$ cat src/rtl/tp_select_scanner_pkg.sv
// Shared constants for the TP select scanner: FSM encoding and default sizing.
package tp_select_pkg;

  localparam logic [1:0] IDLE = 2'd0;
  localparam logic [1:0] SCAN = 2'd1;
  localparam logic [1:0] HOLD = 2'd2;

  localparam int DEF_DECISION_NUMS = 8;
  localparam int DEF_BIT_WIDTH_IDX = 3;
  localparam int FAIL_CNT_WIDTH    = 16;

  // Degenerate sizes collapse to a single test pattern.
  function automatic int eff_nums(input int n);
    return (n < 1) ? 1 : n;
  endfunction

endpackage

$ cat src/rtl/tp_select_scanner_if.sv
// Indicator-in / selection-out handshake bundle for tp_select_scanner.
interface tp_select_scanner_if
  import tp_select_pkg::*;
#(
  parameter int DECISION_NUMS = DEF_DECISION_NUMS,
  parameter int BIT_WIDTH_IDX = DEF_BIT_WIDTH_IDX
);
  logic [DECISION_NUMS-1:0] in_indicTP;
  logic                     in_indicValid;
  logic                     out_inReady;
  logic [BIT_WIDTH_IDX-1:0] out_selIdx;
  logic                     out_selFail;
  logic                     out_selValid;
  logic                     in_selReady;

  modport slave (
    input  in_indicTP, in_indicValid, in_selReady,
    output out_inReady, out_selIdx, out_selFail, out_selValid
  );

  modport master (
    output in_indicTP, in_indicValid, in_selReady,
    input  out_inReady, out_selIdx, out_selFail, out_selValid
  );
endinterface

$ cat src/rtl/tp_select_scanner_sat_cnt.sv
// Saturating up-counter with async active-low reset and synchronous clear.
module sat_cnt #(
  parameter int WIDTH = 16
) (
  input  logic             clk,
  input  logic             rst_n,
  input  logic             srst,
  input  logic             inc,
  output logic [WIDTH-1:0] cnt
);

  logic [WIDTH-1:0] cnt_r;

  // Count up on inc, sticking at all-ones.
  always_ff @(posedge clk or negedge rst_n) begin
    if (!rst_n) begin
      cnt_r <= '0;
    end else if (srst) begin
      cnt_r <= '0;
    end else if (inc && (cnt_r != {WIDTH{1'b1}})) begin
      cnt_r <= cnt_r + WIDTH'(1);
    end else begin
      cnt_r <= cnt_r;
    end
  end

  assign cnt = cnt_r;

endmodule

$ cat src/rtl/tp_select_scanner.sv
// Picks the lowest-index correctable test pattern by scanning one bit per enabled cycle.
// Optional fail counter output out_failCnt enabled by TP_SELECT_SCANNER_FAIL_CNT_EN.
module tp_select_scanner
  import tp_select_pkg::*;
#(
  parameter int DECISION_NUMS = DEF_DECISION_NUMS,
  parameter int BIT_WIDTH_IDX = DEF_BIT_WIDTH_IDX
) (
  input  logic                 clk,
  input  logic                 in_ctr_Arstn,
  input  logic                 in_ctr_Srst,
  input  logic                 in_ctr_en,
`ifdef TP_SELECT_SCANNER_FAIL_CNT_EN
  output logic [FAIL_CNT_WIDTH-1:0] out_failCnt,
`endif
  tp_select_scanner_if.slave   bus
);

  localparam int N_EFF = eff_nums(DECISION_NUMS);
  localparam logic [BIT_WIDTH_IDX-1:0] LAST_IDX = BIT_WIDTH_IDX'(N_EFF - 1);

  logic [1:0]               state_r, state_nxt_s;
  logic [BIT_WIDTH_IDX-1:0] ptr_r, ptr_nxt_s;
  logic [N_EFF-1:0]         vec_r, vec_nxt_s;
  logic [BIT_WIDTH_IDX-1:0] idx_r, idx_nxt_s;
  logic                     fail_r, fail_nxt_s;
  logic                     cur_bit_s;

  assign cur_bit_s = vec_r[ptr_r];

  // Next-state logic; with the enable low every register keeps its value.
  always_comb begin
    state_nxt_s = state_r;
    ptr_nxt_s   = ptr_r;
    vec_nxt_s   = vec_r;
    idx_nxt_s   = idx_r;
    fail_nxt_s  = fail_r;
    if (in_ctr_en) begin
      case (state_r)
        IDLE: begin
          if (bus.in_indicValid) begin
            vec_nxt_s   = N_EFF'(bus.in_indicTP);
            ptr_nxt_s   = '0;
            state_nxt_s = SCAN;
          end else begin
            state_nxt_s = IDLE;
          end
        end
        SCAN: begin
          if (cur_bit_s) begin
            idx_nxt_s   = ptr_r;
            fail_nxt_s  = 1'b0;
            state_nxt_s = HOLD;
          end else if (ptr_r == LAST_IDX) begin
            idx_nxt_s   = '0;
            fail_nxt_s  = 1'b1;
            state_nxt_s = HOLD;
          end else begin
            ptr_nxt_s   = ptr_r + BIT_WIDTH_IDX'(1);
          end
        end
        HOLD: begin
          if (bus.in_selReady) begin
            state_nxt_s = IDLE;
          end else begin
            state_nxt_s = HOLD;
          end
        end
        default: begin
          state_nxt_s = IDLE;
        end
      endcase
    end else begin
      state_nxt_s = state_r;
    end
  end

  // State and result registers; synchronous clear outranks the enable.
  always_ff @(posedge clk or negedge in_ctr_Arstn) begin
    if (!in_ctr_Arstn) begin
      state_r <= IDLE;
      ptr_r   <= '0;
      vec_r   <= '0;
      idx_r   <= '0;
      fail_r  <= 1'b0;
    end else if (in_ctr_Srst) begin
      state_r <= IDLE;
      ptr_r   <= '0;
      vec_r   <= '0;
      idx_r   <= '0;
      fail_r  <= 1'b0;
    end else begin
      state_r <= state_nxt_s;
      ptr_r   <= ptr_nxt_s;
      vec_r   <= vec_nxt_s;
      idx_r   <= idx_nxt_s;
      fail_r  <= fail_nxt_s;
    end
  end

  assign bus.out_inReady  = (state_r == IDLE);
  assign bus.out_selValid = (state_r == HOLD);
  assign bus.out_selIdx   = idx_r;
  assign bus.out_selFail  = fail_r;

`ifdef TP_SELECT_SCANNER_FAIL_CNT_EN
  logic fail_evt_s;

  assign fail_evt_s = in_ctr_en && (state_r == SCAN) && !cur_bit_s && (ptr_r == LAST_IDX);

  sat_cnt #(
    .WIDTH (FAIL_CNT_WIDTH)
  ) u_fail_cnt (
    .clk   (clk),
    .rst_n (in_ctr_Arstn),
    .srst  (in_ctr_Srst),
    .inc   (fail_evt_s),
    .cnt   (out_failCnt)
  );
`endif

endmodule

$ cat src/flat_wrapper.sv
// flat-port wrapper written by rule: the top's interface ports become plain ports
module tp_select_scanner_flat import tp_select_pkg::*;
#(
  parameter int DECISION_NUMS = DEF_DECISION_NUMS,
  parameter int BIT_WIDTH_IDX = DEF_BIT_WIDTH_IDX
)
  (clk, in_ctr_Arstn, in_ctr_Srst, in_ctr_en, bus_in_indicTP, bus_in_indicValid, bus_in_selReady, bus_out_inReady, bus_out_selIdx, bus_out_selFail, bus_out_selValid);
  tp_select_scanner_if #(.DECISION_NUMS(DECISION_NUMS), .BIT_WIDTH_IDX(BIT_WIDTH_IDX)) bus_i ();
  input  logic clk;
  input  logic in_ctr_Arstn;
  input  logic in_ctr_Srst;
  input  logic in_ctr_en;
  input wire logic [$bits(bus_i.in_indicTP)-1:0] bus_in_indicTP;
  input wire logic [$bits(bus_i.in_indicValid)-1:0] bus_in_indicValid;
  input wire logic [$bits(bus_i.in_selReady)-1:0] bus_in_selReady;
  output wire logic [$bits(bus_i.out_inReady)-1:0] bus_out_inReady;
  output wire logic [$bits(bus_i.out_selIdx)-1:0] bus_out_selIdx;
  output wire logic [$bits(bus_i.out_selFail)-1:0] bus_out_selFail;
  output wire logic [$bits(bus_i.out_selValid)-1:0] bus_out_selValid;
  assign bus_i.in_indicTP = bus_in_indicTP;
  assign bus_i.in_indicValid = bus_in_indicValid;
  assign bus_i.in_selReady = bus_in_selReady;
  assign bus_out_inReady = bus_i.out_inReady;
  assign bus_out_selIdx = bus_i.out_selIdx;
  assign bus_out_selFail = bus_i.out_selFail;
  assign bus_out_selValid = bus_i.out_selValid;
  tp_select_scanner #(.DECISION_NUMS(DECISION_NUMS), .BIT_WIDTH_IDX(BIT_WIDTH_IDX)) u_core (.clk(clk), .in_ctr_Arstn(in_ctr_Arstn), .in_ctr_Srst(in_ctr_Srst), .in_ctr_en(in_ctr_en), .bus(bus_i));
endmodule
$ cat config.mk
export PLATFORM = sky130hd
export DESIGN_NAME = tp_select_scanner_flat
export DESIGN_NICKNAME = d
export VERILOG_FILES = /design/src/rtl/tp_select_scanner_pkg.sv /design/src/rtl/tp_select_scanner_if.sv /design/src/rtl/tp_select_scanner_sat_cnt.sv /design/src/rtl/tp_select_scanner.sv /design/src/flat_wrapper.sv
export SDC_FILE = /design/constraint.sdc
export NUM_CORES = 1
export LEC_CHECK = 0
export ABC_AREA = 1
export CAP_MARGIN = 10
export CORE_MARGIN = 4
export CORE_UTILIZATION = 26
export CTS_BUF_LIST = sky130_fd_sc_hd__clkbuf_4
export DETAILED_ROUTE_END_ITERATION = 7
export GPL_ROUTABILITY_DRIVEN = 0
export PLACE_DENSITY = 0.47
export REMOVE_ABC_BUFFERS = 1
export SYNTH_ARGS = -nofsm -noshare
export SYNTH_HDL_FRONTEND = slang
export SYNTH_SLANG_ARGS = --single-unit
$ cat constraint.sdc
create_clock -name clk -period 2.2 [get_ports clk]
set_input_delay 0.33 -clock clk [delete_from_list [all_inputs] [get_ports clk]]
set_output_delay 0.33 -clock clk [all_outputs]
set_load 0.02 [all_outputs]
== After elaboration in Yosys (flattened, before gate mapping) ==
Cells that the tools add are included.

* $add $sub $neg: 1
* Multipliers: 0
* Divide/modulo/power cells: 0
* Magnitude comparators: 1
* Equal/unequal tests: 7
* Shifts and indexed selects: 0
* Mux-type cells: 29
* Bitwise operators: 0
* Reduce and logical (&&, ||, !) cells: 11

{| class="wikitable"
|+ Operator list
! cell !! number
|-
| 2-to-1 mux 8 bit || 4
|-
| 2-to-1 mux 3 bit || 10
|-
| 2-to-1 mux 2 bit || 5
|-
| inequality test 3 bit (second input constant) || 3
|-
| nonzero test 2 bit || 4
|-
| 2-to-1 mux 1 bit || 7
|-
| case mux 2 bit (3 select lines) || 1
|-
| case mux 3 bit (2 select lines) || 1
|-
| AND reduction 3 bit || 2
|-
| nonzero test 3 bit || 2
|-
| AND reduction 5 bit || 1
|-
| less-than comparator 3 x 4 -> 1 bit (second input constant) || 1
|-
| inequality test 4 x 2 -> 1 bit (second input constant) || 1
|-
| adder 3 x 1 -> 3 bit (second input constant) || 1
|-
| binary-select mux 1 bit (select 3 bit) || 1
|-
| equality test 3 bit (second input constant) || 1
|-
| equality test 2 x 1 -> 1 bit (second input constant) || 1
|-
| equality test 2 bit (second input constant) || 1
|-
| zero test 2 bit || 1
|-
| AND reduction 2 bit || 1
|}

* Bits in registers: 17
* Bits in latches: 0
* Memory bits (writable): 0
* ROM bits: 0
* Input bits: 14
* Output and inout port bits: 6
* Memories: 0

== Logic depth before layout (Yosys ltp) ==
* Word-level depth: 6
* Gate-level depth with buffers: 11
* Gate-level depth less buffers: 10

== Worst setup path after synthesis ==
OpenSTA, ideal clock, no wires.

* Kind: register to register
* Start: register u_core.ptr_r[1]
* End: register u_core.ptr_r[1]
* Setup time: 0.117 ns
* Arrival time: 1.178 ns
* Data required time: 2.083 ns
* Path slack: 0.906 ns
* Stages on the path, launching flop included: 9
* Clock period less this slack: 1.294 ns
* Cell sequence: dfrtp_1 ha_1 ha_1 inv_1 nand3_4 nand2_4 nand2_4 nand2_1 nand2_1

* Cells in the longest elaborated chain, start to end: 6
* Elaborated cells on any way between the ends: 12
* Those cells by class: add/sub (1); eq/ne (3); mux (7); reduce/logical (1)

{| class="wikitable"
|+ Ends and longest elaborated chain
! item !! RTL line !! RTL
|-
| from (decl) || tp_select_scanner.sv:23 || <nowiki>logic [BIT_WIDTH_IDX-1:0] ptr_r, ptr_nxt_s;</nowiki>
|-
| from (signal assigned) || tp_select_scanner.sv:94 || <nowiki>ptr_r <= ptr_nxt_s;</nowiki>
|-
| adder 3 x 1 -> 3 bit || tp_select_scanner.sv:59 || <nowiki>ptr_nxt_s = ptr_r + BIT_WIDTH_IDX'(1);</nowiki>
|-
| 2-to-1 mux 3 bit || tp_select_scanner.sv:54 || <nowiki>end else if (ptr_r == LAST_IDX) begin</nowiki>
|-
| 2-to-1 mux 3 bit || tp_select_scanner.sv:50 || <nowiki>if (cur_bit_s) begin</nowiki>
|-
| case mux 3 bit (2 select lines) || tp_select_scanner.sv:39 || <nowiki>case (state_r)</nowiki>
|-
| 2-to-1 mux 3 bit || tp_select_scanner.sv:38 || <nowiki>if (in_ctr_en) begin</nowiki>
|-
| 2-to-1 mux 3 bit || tp_select_scanner.sv:86 || <nowiki>end else if (in_ctr_Srst) begin</nowiki>
|}

Parallel ways exist; a longest one is shown, timed or not. The select of a mux whose other input is x is not followed.
A chain may end at the register's enable or synchronous reset.

== Final worst setup path ==
* Start: register u_core.state_r[0]
* End: output port bus_out_selValid

* Cells in the longest elaborated chain, start to end: 1

{| class="wikitable"
|+ Ends and longest elaborated chain
! item !! RTL line !! RTL
|-
| from (decl) || tp_select_scanner.sv:22 || <nowiki>logic [1:0] state_r, state_nxt_s;</nowiki>
|-
| from (signal assigned) || tp_select_scanner.sv:93 || <nowiki>state_r <= state_nxt_s;</nowiki>
|-
| equality test 2 bit || tp_select_scanner.sv:102 || <nowiki>assign bus.out_selValid = (state_r == HOLD);</nowiki>
|-
| to (decl) || flat_wrapper.sv:19 || <nowiki>output wire logic [$bits(bus_i.out_selValid)-1:0] bus_out_selValid;</nowiki>
|}

Every way passes these cells.

==> summary.md <==
| Metric | Value |
|---|---|
| Worst skew pair latency | `280 ps` |
| Mean cell area of the mapped netlist | `8.024 um2` |
| H-tree depth | `1` |
| Hold_ws | `366.8 ps` |
| NetSw | `173.0 uW` |
| Final HPWL DP | `1639 um` |
| DIE AREA | `0.004776 mm2` |
| Final setup fails | `0` |
| Row count | `21` |
| Port Buffers | `19` |
| Setup crit start kind | `register` |
| Synth Warn # | `0` |
| Grt ovf | `0` |
| Worst VDD drop | `roughly 0.34 mV` |
| Routed vias/inst | `4.410` |
| Global Route Usage Sum | `9.347%` |
| DRC | `0` |
| Post-CTS Repair Setup Buffers | `0` |
| Final Hold Viols | `0` |
| DRT Pass-1 Iters | `4` |
| Max Clock Freq | `about 550 MHz` |
| Clk pwr share | `27.2%` |
| RSZ-0062 raised after global routing | `no` |
| Vias in the first global route | `900` |
| Synthesized area | `970.9 um2` |
| Post-synth cell types | `22` |
| Post-synthesis sequential area ratio | `43.81%` |
| Core Region | `between 0.003 and 0.004 mm2` |
| MaxCap Viol Count | `0` |
| Sw Ratio | `roughly 27%` |
| Reg power frac | `53.3%` |
| Routed via count | `829` |
| Pin count of the biggest net entering global routing | `18` |
| Top-area cell type share of the netlist area | `43.81%` |
| Avg WL per Cell | `about 11 um` |
| Leak | `0.6089 nW` |
| Slew HR | `approximately 75%` |
| Total Wirelength | `1999 um` |
| First-pass GRT wire length | `3781 um` |
| Die height | `between 60 and 70 um` |
| Commonest cells after routing, fill and taps aside | `nand2_1, nand3_1, clkdlybuf4s50_1, dfrtp_1, inv_1` |
| Root Buffer | `clkbuf_4` |
| Remaining antenna violation count | `0` |
| CTS Sinks | `17` |
| I/O pins | `20` |
| CTS tree | `done` |
| Antenna cells | `0` |
| Skew final | `6.191 ps` |
| Area leader, netlist | `dfrtp_1` |
| Starting Density | `27.99%` |
| Worst-path clk slew | `100 ps` |
| Layout cells sized above 1 | `16.90%` |
| Hold WC Path Type | `in2async` |
| Final TNS setup | `0 ps` |
| Most common cell after layout, fill and taps aside | `nand2_1` |
| Post-CTS Hold Buffers | `0` |
| CTS max path bufs | `2` |
| Area growth syn-to-layout | `26.55%` |
| Outcome | `completed` |
| Total power | `roughly 640 uW` |
| Iter 0 DRT Violations | `32` |
| Fin crit share | `83.29%` |
| Final nets | `159` |
| Cell internal pwr | `464.0 uW` |
| Worst Max-Slew Pin Slew | `roughly 370 ps` |
| Final min period | `1832 ps` |
| Post-synthesis register bit count | `17` |
| Worst Path Required | `1870 ps` |
| Critical Path AT | `roughly 1500 ps` |
| Die W | `slightly below 70 um` |
| Pwr/cell area | `around 520 mW/mm2` |
| TritonCTS Buffers | `3` |
| Cells after synthesis | `121` |
| Crit end category | `output port` |
| Combinational fraction of design power | `19.5%` |
| Crit-path max FO | `4` |
| Cell count of the worst reg-to-reg path | `8` |
| Post-CTS resize count | `0` |
| Dominant cells by area after synthesis | `dfrtp_1, nand3_1, nand2_1, o21ai_1, inv_1` |
| Initial antenna violation count | `0` |
| Fin. max-slew vios | `0` |
| Critical path class | `reg2out` |
## cells by family (layout without fill, tap and decap cells)
logic type                 count (synthesis)  after routing  share of synthesized area (%)
and+or+nand+nor                           72             72                          38.40
buffers and inverters                     20             41                          9.665
AOI/OAI and AO/OA                         10             10                          5.541
adders and majority gates                  2              2                          2.577
DFF                                       17             17                          43.81
## power by group through the flow
stage,logic (mW),registers [mW],clock network [mW]
6_report,0.124,0.339,0.173
3_3_place_gp,0.125,0.346,0
2_1_floorplan,0.0715,0.343,0
4_1_cts,0.126,0.339,0.185
3_5_place_dp,0.126,0.346,0
5_1_grt,0.143,0.342,0.197
## critical path, stage by stage, from the launching register on
cell and delay [ps]:
dfrtp_1 440, nor2_1 160, clkdlybuf4s50_1 630
## per-stage QoR
step	instance area, um2	utilization [%]	std cells	setup WS [ps]
4_1_cts	1229	35.43	188	347.5
6_report	1229	35.43	188	367.7
5_1_grt	1229	35.43	188	254.0
2_1_floorplan	943.4	-	118	808.3
3_3_place_gp	1199	34.56	184	516.0
3_5_place_dp	1199	34.56	184	480.0
## Yosys cell counts (all sizes together)
master / instances
a21oi: 2
buf: 3
dfrtp: 17
ha: 2
inv: 17
nand2: 33
nand3: 25
nand3b: 1
nand4: 3
nor2: 7
nor3: 1
nor3b: 2
o21ai: 8
## metal layers
layer | share of wire [%] | wire length, um | vias to the layer above | global-route usage (%)
met2 | 44 | 878 | 18 | 15.57
li1 | - | - | 435 | -
met3 | 4.8 | 95 | 2 | 2.471
met1 | 50 | 997 | 374 | 11.40
met4 | 1.4 | 27 | 0 | 3.688
met5 | 0 | 0 | - | 0
## worst paths after layout
kind	start	to	slack [ps]
min in group clk	u_core.bus.out_selIdx[0]	u_core.bus.out_selIdx[0]	510
max in group asynchronous	in_ctr_Arstn	u_core.ptr_r[0]	1650
hold / removal	in_ctr_Arstn	u_core.vec_r[6]	370
hold reg to reg	u_core.bus.out_selIdx[0]	u_core.bus.out_selIdx[0]	510
setup reg to reg	u_core.ptr_r[0]	u_core.ptr_r[2]	660
setup / recovery	u_core.state_r[0]	bus_out_selValid	370
## area by class of cell
cell class / count / area [um2]
inverters: 17 / 66.31
fillers: 382 / 2240
clock buffers: 4 / 30.03
repair buffers: 20 / 197.7
well taps: 46 / 57.56
flip-flops and latches: 17 / 425.4
multi-input cells: 84 / 451.7
## registers in the layout (all words and copies together) (netlist names)
register and flops:
u_core.vec_r 8, u_core.bus.out_selIdx 3, u_core.ptr_r 3, u_core.state_r 2, u_core.bus.out_selFail 1
Power figures use the tool's default switching activity.
